===== src/rtl/anomaly_response_ctrl.sv =====
// -----------------------------------------------------------------------------
// anomaly_response_ctrl
//
// Supervisory controller that sits behind the 8-way anomaly detector.
//   * Owns the live detector configuration (spike/flash thresholds, alert mask).
//   * Sequences the market-protection response NORMAL -> WARN -> HALT ->
//     COOLDOWN -> NORMAL.
//   * Keeps sticky alert flags, a saturating alert-event counter and a
//     one-cycle halt interrupt for the host/UI.
//
// Ports
//   clk            in   1   system clock, rising edge
//   rst            in   1   synchronous active-high reset
//   alert_bitmap   in   8   detector flags, bit7 = flash crash, bit0 = spike
//   halt_clear     in   1   operator acknowledge, requests exit from HALT
//   cfg_wr_en      in   1   config write strobe
//   cfg_addr       in   2   0 spike_thresh, 1 flash_thresh, 2 alert_mask,
//                           3 alert_latched (write-1-to-clear)
//   cfg_wdata      in  12   config write data
//   cfg_rdata      out 12   combinational readback of cfg_addr
//   spike_thresh   out 12   threshold to detector
//   flash_thresh   out 12   threshold to detector
//   halt_trading   out  1   high in HALT
//   throttle       out  1   high in WARN or COOLDOWN
//   ctrl_state     out  2   0 NORMAL, 1 WARN, 2 HALT, 3 COOLDOWN
//   alert_latched  out  8   sticky masked alert flags
//   alert_count    out  8   saturating count of masked-alert rising edges
//   irq            out  1   one-cycle pulse on every HALT entry
// -----------------------------------------------------------------------------
module anomaly_response_ctrl #(
  parameter int PERSIST_CYCLES  = 4,   // 1..15
  parameter int COOLDOWN_CYCLES = 64,  // 1..255
  parameter int WARN_PRI        = 4    // 0..6
) (
  input  logic        clk,
  input  logic        rst,
  input  logic [7:0]  alert_bitmap,
  input  logic        halt_clear,
  input  logic        cfg_wr_en,
  input  logic [1:0]  cfg_addr,
  input  logic [11:0] cfg_wdata,
  output logic [11:0] cfg_rdata,
  output logic [11:0] spike_thresh,
  output logic [11:0] flash_thresh,
  output logic        halt_trading,
  output logic        throttle,
  output logic [1:0]  ctrl_state,
  output logic [7:0]  alert_latched,
  output logic [7:0]  alert_count,
  output logic        irq
);

  typedef enum logic [1:0] {
    ST_NORMAL   = 2'd0,
    ST_WARN     = 2'd1,
    ST_HALT     = 2'd2,
    ST_COOLDOWN = 2'd3
  } state_t;

  localparam logic [3:0] PERSIST_LAST = 4'(PERSIST_CYCLES - 1);
  localparam logic [7:0] COOL_LOAD    = 8'(COOLDOWN_CYCLES);
  // Bits at or above WARN_PRI qualify as warnings.
  localparam logic [7:0] PRI_MASK     = 8'hFF << WARN_PRI;

  // Registers
  state_t      r_state;
  logic [3:0]  r_persist;
  logic [7:0]  r_cool;
  logic        r_irq;
  logic [11:0] r_spike;
  logic [11:0] r_flash;
  logic [7:0]  r_mask;
  logic [7:0]  r_latched;
  logic [7:0]  r_count;
  logic        r_prev_any;

  // Derived alert qualifiers
  logic [7:0] w_masked;
  logic       w_flash;
  logic       w_qual;
  logic       w_any;
  logic       w_cfg_lock;
  logic [7:0] w_w1c;

  assign w_masked   = alert_bitmap & r_mask;
  assign w_flash    = w_masked[7];
  assign w_qual     = |(w_masked & PRI_MASK);
  assign w_any      = |w_masked;
  assign w_cfg_lock = (r_state == ST_HALT);
  assign w_w1c      = (cfg_wr_en && cfg_addr == 2'd3) ? cfg_wdata[7:0] : 8'h00;

  // ---------------------------------------------------------------------------
  // Response FSM. irq is raised on every transition into HALT so it is high
  // for exactly the first cycle the state register reads HALT.
  // ---------------------------------------------------------------------------
  always_ff @(posedge clk) begin
    if (rst) begin
      r_state   <= ST_NORMAL;
      r_persist <= 4'd0;
      r_cool    <= 8'd0;
      r_irq     <= 1'b0;
    end else begin
      // NOTE: sequential state uses non-blocking assignments so every register
      // samples pre-edge values; the default below is overridden on HALT entry.
      r_irq <= 1'b0;
      unique case (r_state)
        ST_NORMAL: begin
          if (w_flash) begin
            r_state <= ST_HALT;
            r_irq   <= 1'b1;
          end else if (w_qual) begin
            r_state   <= ST_WARN;
            r_persist <= 4'd1;
          end
        end
        ST_WARN: begin
          // ">=" lets PERSIST_CYCLES = 1 halt on the second qualifying cycle.
          if (w_flash || (w_qual && r_persist >= PERSIST_LAST)) begin
            r_state   <= ST_HALT;
            r_irq     <= 1'b1;
            r_persist <= 4'd0;
          end else if (w_qual) begin
            r_persist <= r_persist + 4'd1;
          end else begin
            r_state   <= ST_NORMAL;
            r_persist <= 4'd0;
          end
        end
        ST_HALT: begin
          // Acknowledge is ignored while the flash condition persists.
          if (halt_clear && !w_flash) begin
            r_state <= ST_COOLDOWN;
            r_cool  <= COOL_LOAD;
          end
        end
        ST_COOLDOWN: begin
          if (w_flash) begin
            r_state <= ST_HALT;
            r_irq   <= 1'b1;
          end else if (w_qual) begin
            r_cool <= COOL_LOAD;
          end else begin
            if (r_cool == 8'd1) r_state <= ST_NORMAL;
            r_cool <= r_cool - 8'd1;
          end
        end
        default: r_state <= ST_NORMAL;
      endcase
    end
  end

  // ---------------------------------------------------------------------------
  // Configuration registers. Threshold/mask writes are locked while halted so
  // the operator cannot retune the detector before acknowledging the halt.
  // ---------------------------------------------------------------------------
  always_ff @(posedge clk) begin
    if (rst) begin
      r_spike <= 12'd20;
      r_flash <= 12'd40;
      r_mask  <= 8'hFF;
    end else if (cfg_wr_en && !w_cfg_lock) begin
      unique case (cfg_addr)
        2'd0: r_spike <= cfg_wdata;
        // A zero flash threshold would fire continuously; clamp it to 1.
        2'd1: r_flash <= (cfg_wdata == 12'd0) ? 12'd1 : cfg_wdata;
        2'd2: r_mask  <= cfg_wdata[7:0];
        default: ;  // addr 3 is the W1C path handled with the flags
      endcase
    end
  end

  // ---------------------------------------------------------------------------
  // Sticky flags and event counter. A new masked alert wins over a same-cycle
  // W1C so an event is never lost. The counter counts rising edges of "any
  // masked alert" and saturates.
  // ---------------------------------------------------------------------------
  always_ff @(posedge clk) begin
    if (rst) begin
      r_latched  <= 8'h00;
      r_count    <= 8'd0;
      r_prev_any <= 1'b0;
    end else begin
      r_latched  <= (r_latched & ~w_w1c) | w_masked;
      r_prev_any <= w_any;
      if (w_any && !r_prev_any && r_count != 8'hFF) r_count <= r_count + 8'd1;
    end
  end

  // Readback mux
  always_comb begin
    // NOTE: default assignment first keeps this purely combinational (no latch).
    cfg_rdata = 12'd0;
    unique case (cfg_addr)
      2'd0: cfg_rdata = r_spike;
      2'd1: cfg_rdata = r_flash;
      2'd2: cfg_rdata = {4'd0, r_mask};
      2'd3: cfg_rdata = {4'd0, r_latched};
      default: cfg_rdata = 12'd0;
    endcase
  end

  // Outputs decoded from registers
  assign spike_thresh  = r_spike;
  assign flash_thresh  = r_flash;
  assign ctrl_state    = r_state;
  assign halt_trading  = (r_state == ST_HALT);
  assign throttle      = (r_state == ST_WARN) || (r_state == ST_COOLDOWN);
  assign alert_latched = r_latched;
  assign alert_count   = r_count;
  assign irq           = r_irq;

endmodule


===== config.mk =====
export PLATFORM = sky130hd
export DESIGN_NAME = anomaly_response_ctrl
export DESIGN_NICKNAME = d
export VERILOG_FILES = /design/src/rtl/anomaly_response_ctrl.sv
export SDC_FILE = /design/constraint.sdc
export NUM_CORES = 1
export LEC_CHECK = 0
export CORE_ASPECT_RATIO = 0.6
export CORE_UTILIZATION = 48
export DETAILED_ROUTE_END_ITERATION = 8
export GPL_TIMING_DRIVEN = 0
export MAX_ROUTING_LAYER = met4
export PLACE_DENSITY = 0.9
export SYNTH_ARGS = -nofsm -noshare
export SYNTH_HDL_FRONTEND = slang
export SYNTH_SLANG_ARGS = --single-unit

===== constraint.sdc =====
create_clock -name clk -period 2.2 [get_ports clk]
set_input_delay 0.33 -clock clk [delete_from_list [all_inputs] [get_ports clk]]
set_output_delay 0.33 -clock clk [all_outputs]
set_load 0.02 [all_outputs]

==> results.toml, run 1 <==
[outcome]
status = "completed"

[grt]
antenna_found_initial = 0
first_global_vias = 2883
grt_pass1_wl_um = 14480
grt_max_degree = 11
track_usage_pct = 29.34
grt-ovfl-total = 0

[finish]
multi_input_area_um2 = 1659
register_area_um2 = 1281
num_antenna_cells = 0
final_nets = 479
final_util_pct = 67.59
area_delta_synth_final_pct = 36.07
drive_above_1_share_pct = 8.018
fillers = 488

[routing]
drc_errors = 0
via_count = 3077
drt-total-wl_um = 9096
vias_per_cell = 5.773
wl_per_cell_um = 17.07
ant_nets = 0
firstDrtPassIters = 5
drt_iter0_drc = 323

[logic_synthesis]
syn_nets = 390
yosys-top-cells-area = "dfxtp_1 (42%), nand2_1 (11%), mux4_2 (5.9%)"
synth_area_um2 = 3035
synth.most_common_cell = "nand2_1"
ys_async_sr_fraction_pct = 0
yosysSeqAreaShare_pct = 42.21
avgSynthCellArea_um2 = 8.526
synth_edf_count = 0
synth_top_area_share_pct = 42.21
synth_top_cells_by_count = "nand2_1 (90), dfxtp_1 (64), nor2_1 (33)"
ys_types = 51
syn_inst = 356
synth_warnings = 0
ys_seq_elements = 64
synth_area_leader_cell = "dfxtp_1"
ys.flop_type = "dfxtp_1"

[clock_tree]
cts_root_buffer = "clkbuf_8"
cts_hold_buf = 0
insertion_delay_ns = 0.36
clk_pin_slew_worst_paths_ns = 0.07
cts.sinks = 64
clock_path_buffers = 2
cts-htree-levels = 3
cts_tree = "built"
numCtsBuffers = 9

[timing]
max_clock_freq_ghz = 0.4627
max_slew.worst_pin.slew_ns = 0.5940
whs_ns = 0.4712
setup_viol_count_final = 0
rsz0062_at_grt = "yes"
slew_headroom_pct = 60.40
maxSlewViolCount = 0
skew_ns = 0.004648
fin_crit_ns = 2.161
finalHoldViolations = 0
period_share_pct = 98.24

[hold_path]
hold_class = "reg -> reg"
holdPathStages = 2

[worst_setup_path]
worst-path-buf-inv = 1
path_class = "in -> reg"
path_delay_family = "compound AO/OA/AOI/OAI gates"
path_depth = 6
reg2reg_depth = 6
slowest_stage = "a2111o_1"
slowest_delay_ns = 0.54
crit_arrival_ns = 2.43
path_cells = "clkdlybuf4s50_1 -> a2111o_1 -> a311oi_1 -> a221oi_1 -> a211o_1 -> o21ai_0"
startpoint_type = "primary input"
crit_fanout = 5
required_ns = 2.47
crit_path_end_kind = "flip-flop"

[pwr]
power.leakage_nw = 1.603
power.density_nw_per_um2 = 822.3
ir_worst_vdd_mv = 0.3619

[flow_run]
max_cap_violations = 0

[die]
die_h_um = 63.60
die-area_um2 = 6656
start_util_pct = 49.67
core_area_um2 = 6111
row_count = 22
die_width_um = 104.7
ios = 83

[placed_design]
portBuffers = 79
gp_congestion = 0.8704
place_hpwl_um = 6364
-- metrics by stage --
step | instances | instance area [um^2] | power [mW] | setup TNS, ns | setup slack, ns
floorplan | 356 | 3035 | 2.070 | 0 | 0.1424
global placement | 519 | 3931 | 2.439 | -3.150 | -0.3483
detailed placement | 519 | 3931 | 2.485 | -4.022 | -0.3559
CTS | 534 | 4106 | 3.358 | 0 | 0.01357
global route | 533 | 4130 | 3.557 | -0.009354 | -0.009354
finish | 533 | 4130 | 3.396 | 0 | 0.03882
-- report_power, final --
group	internal [mW]	switching (mW)	leakage [nW]	total, mW
combinational	0.481	0.626	0.996	1.11
clock	0.467	0.433	0.0838	0.900
sequential	1.28	0.112	0.523	1.39
-- cell families after synthesis --
logic type	Yosys count	synth area share, %
simple gates	173	26.09
flops	64	42.21
compound gates	61	13.85
buf+inv	26	3.504
mux	17	9.027
fa+ha+maj	8	3.298
xor+xnor	7	2.020
-- cell type report --
type                            instances  area share, %
Inverter                                7         0.6362
Multi-Input combinational cell        266          40.17
Timing Repair Buffer                   80          19.45
Tap cell                               84          2.545
Sequential cell                        64          31.02
Clock buffer                           15          4.029
Buffer                                 17          2.151
-- routing by layer --
layer / vias up / wire, um / global-route usage [%]
met2: 184 / 4153 / 44.70
met5: - / 0 / -
met1: 1452 / 3875 / 37.46
met4: 0 / 138 / 10.21
met3: 22 / 929 / 8.282
li1: 1419 / - / -
-- worst min-delay path: stages, from the launching register on --
cell     delay, ns
dfxtp_1       0.32
nand2_1       0.06
a21oi_1       0.05
-- timing repair --
action | CTS | global route
endpoints found under the setup margin | 18 | 27
gates resized for setup | 8 | 10
buffers inserted | 0 | 1
-- sequential cells by signal (all words and copies together) (netlist names) --
signal and cells:
flash_thresh 12, spike_thresh 12, alert_count 8, alert_latched 8
r_cool 8, r_mask 8, r_persist 4, ctrl_state 2
irq 1, r_prev_any 1
-- final timing paths --
check / start / to / slack, ns
max: alert_bitmap[7] / ctrl_state[1] / 0.04
min reg2reg: alert_latched[3] / alert_latched[3] / 0.47
min: alert_latched[3] / alert_latched[3] / 0.47
max reg2reg: r_persist[0] / ctrl_state[1] / 0.14
-- placed cells by master (no fill, tap or decap), types with 2 or more instances in the layout --
cell,netlist,layout
nand3b_1,14,14
clkbuf_2,0,3
nand4_1,2,2
a31oi_1,3,3
dlymetal6s2s_1,0,3
and3_1,3,3
mux2_1,2,2
a211oi_1,5,5
xnor2_1,2,2
a21oi_1,30,30
o21ai_0,2,2
nor3_1,5,5
ha_1,8,8
xor2_1,5,5
a41oi_1,2,2
a311oi_1,2,2
clkbuf_1,14,12
buf_2,1,2
nor4_1,3,3
mux2i_1,6,6
dlygate4sd2_1,0,2
and4_1,2,2
a211o_1,3,3
nand3_1,6,6
clkdlybuf4s50_1,0,74
dfxtp_1,64,64
nor2b_1,4,4
mux4_2,8,8
clkbuf_8,0,11
a22oi_1,3,3
inv_1,7,7
nand2_1,90,90
or3_1,2,2
buf_1,3,2
nor2_1,33,33
Power figures use the tool's default switching activity.
==> run 2, diff against run 1 <==
- REMOVE_ABC_BUFFERS: not set -> 1
==> run 2 against run 1 <==
Effect of this change:
- worst setup slack gained 0.039 ns
- combinational power is essentially flat
- via count is 4.7% lower
- routed wire length decreased by 10%
- final cell count decreased by 2.1%
- clock skew up 0.0085 ns
==> results.toml, run 2 (synthesis results as in run 1) <==
[timing]
slew_headroom_pct = 58.42
maxSlewViolCount = 0
period_share_pct = 96.45
setup_viol_count_final = 0
rsz0062_at_grt = "no"
max_clock_freq_ghz = 0.4713
skew_ns = 0.01310
max_slew.worst_pin.slew_ns = 0.6080
finalHoldViolations = 0
fin_crit_ns = 2.122
fin_setup_tns_ns = 0

[routing]
ant_nets = 0
drt-total-wl_um = 8179
via_count = 2933
vias_per_cell = 5.619
wl_per_cell_um = 15.67
drc_errors = 0
firstDrtPassIters = 5
drt_iter0_drc = 269

[finish]
drive_above_1_share_pct = 9.132
final_common_cell = "nand2_1"
area_delta_synth_final_pct = 36.40
final_util_pct = 67.75
num_antenna_cells = 0
design_area_um2 = 4140
final_nets = 467
layout_common_cells = "nand2_1 (90), clkdlybuf4s50_1 (77), dfxtp_1 (64), nor2_1 (33), a21oi_1 (29)"
fillers = 477
stdcell_count = 522

[clock_tree]
cts.sinks = 64
cts_hold_buf = 0
clk_pin_slew_worst_paths_ns = 0.07
cts-htree-levels = 3
insertion_delay_ns = 0.35
numCtsBuffers = 9
clock_path_buffers = 2
cts_tree = "built"
cts_root_buffer = "clkbuf_8"

[pwr]
finalPower_mw = 3.485
ir_worst_vdd_mv = 0.4323
power.density_nw_per_um2 = 841.6
power.leakage_nw = 1.583

[hold_path]
holdPathStages = 2
hold_class = "in -> reg"

[worst_setup_path]
crit_fanout = 7
required_ns = 1.87
reg2reg_depth = 6
crit_path_end_kind = "output port"
startpoint_type = "flip-flop"
path_class = "reg -> out"
crit_arrival_ns = 1.79

[die]
start_util_pct = 49.67
ios = 83
die_width_um = 104.7
core_area_um2 = 6111
die-area_um2 = 6656
die_h_um = 63.60
row_count = 22

[flow_run]
max_cap_violations = 0

[grt]
grt_pass1_wl_um = 13340
track_usage_pct = 26.51
first_global_vias = 2776
antenna_found_initial = 0
grt_max_degree = 36
grt-ovfl-total = 0

[placed_design]
place_hpwl_um = 5816
dp.cells = 504
gp_congestion = 0.8853
placed_cell_area_um2 = 3909
portBuffers = 82

[outcome]
status = "completed"
[run 2: cell types whose count changed in the layout (fill, tap and decap cells not counted), sizes merged]
cell	before	now
clkinv	0	3
bufinv	0	1
clkdlybuf4s50	74	77
clkinvlp	0	1
dlygate4sd2	2	1
clkbuf	26	12
dlymetal6s2s	3	1
buf	7	5
[run 2: final timing paths]
| path | from | end | slack [ns] |
|---|---|---|---|
| max reg2reg | ctrl_state[0] | flash_thresh[0] | 0.10 |
| min | rst | alert_count[1] | 0.47 |
| min reg2reg | flash_thresh[10] | flash_thresh[10] | 0.47 |
| max | r_mask[7] | cfg_rdata[7] | 0.08 |
[run 2: worst max-delay path, stage by stage, from the launching register on]
cell and delay [ns]:
dfxtp_1 0.40, mux4_2 0.48, clkdlybuf4s50_1 0.57
[run 2: final cells by class]
type	instances	area [um^2]	share of cell area, %
repair buffers	85	854.6	20.64
clock buffers	11	141.4	3.415
multi-input cells	266	1675	40.47
inverters	7	26.28	0.6346
well taps	84	105.1	2.539
flip-flops and latches	64	1281	30.95
clock inverters	5	56.30	1.360
[run 2: metrics by stage]
| step | worst slack, ns | hold slack, ns |
|---|---|---|
| after floorplan | -0.08914 | 0.3991 |
| after global placement | -1.088 | 0.4540 |
| after detailed placement | -0.8569 | 0.4627 |
| after CTS | 0.002974 | 0.4501 |
| after global routing | 0.01037 | 0.4974 |
| final | 0.07816 | 0.4725 |
[run 2: timing repair]
| action | 4_1_cts | 5_1_grt |
|---|---|---|
| gates cloned | 0 | 0 |
| resized for setup | 14 | 5 |
| setup buffers | 0 | 2 |
| endpoints found under the setup margin | 37 | 24 |
| pin swaps | 0 | 1 |
[run 2: routing by layer]
metal / global-route usage (%) / wire, um / vias to the layer above
met5: - / 0 / -
met2: 40.48 / 3705 / 143
met3: 8.385 / 666 / 10
li1: - / - / 1396
met1: 33.68 / 3752 / 1384
met4: 7.923 / 54 / 0
[run 2: report_power, final]
part / leakage [nW] / switching [mW] / internal [mW]
registers: 0.523 / 0.109 / 1.28
clock network: 0.0993 / 0.453 / 0.552
logic: 0.960 / 0.609 / 0.486
total: 1.58 / 1.17 / 2.31
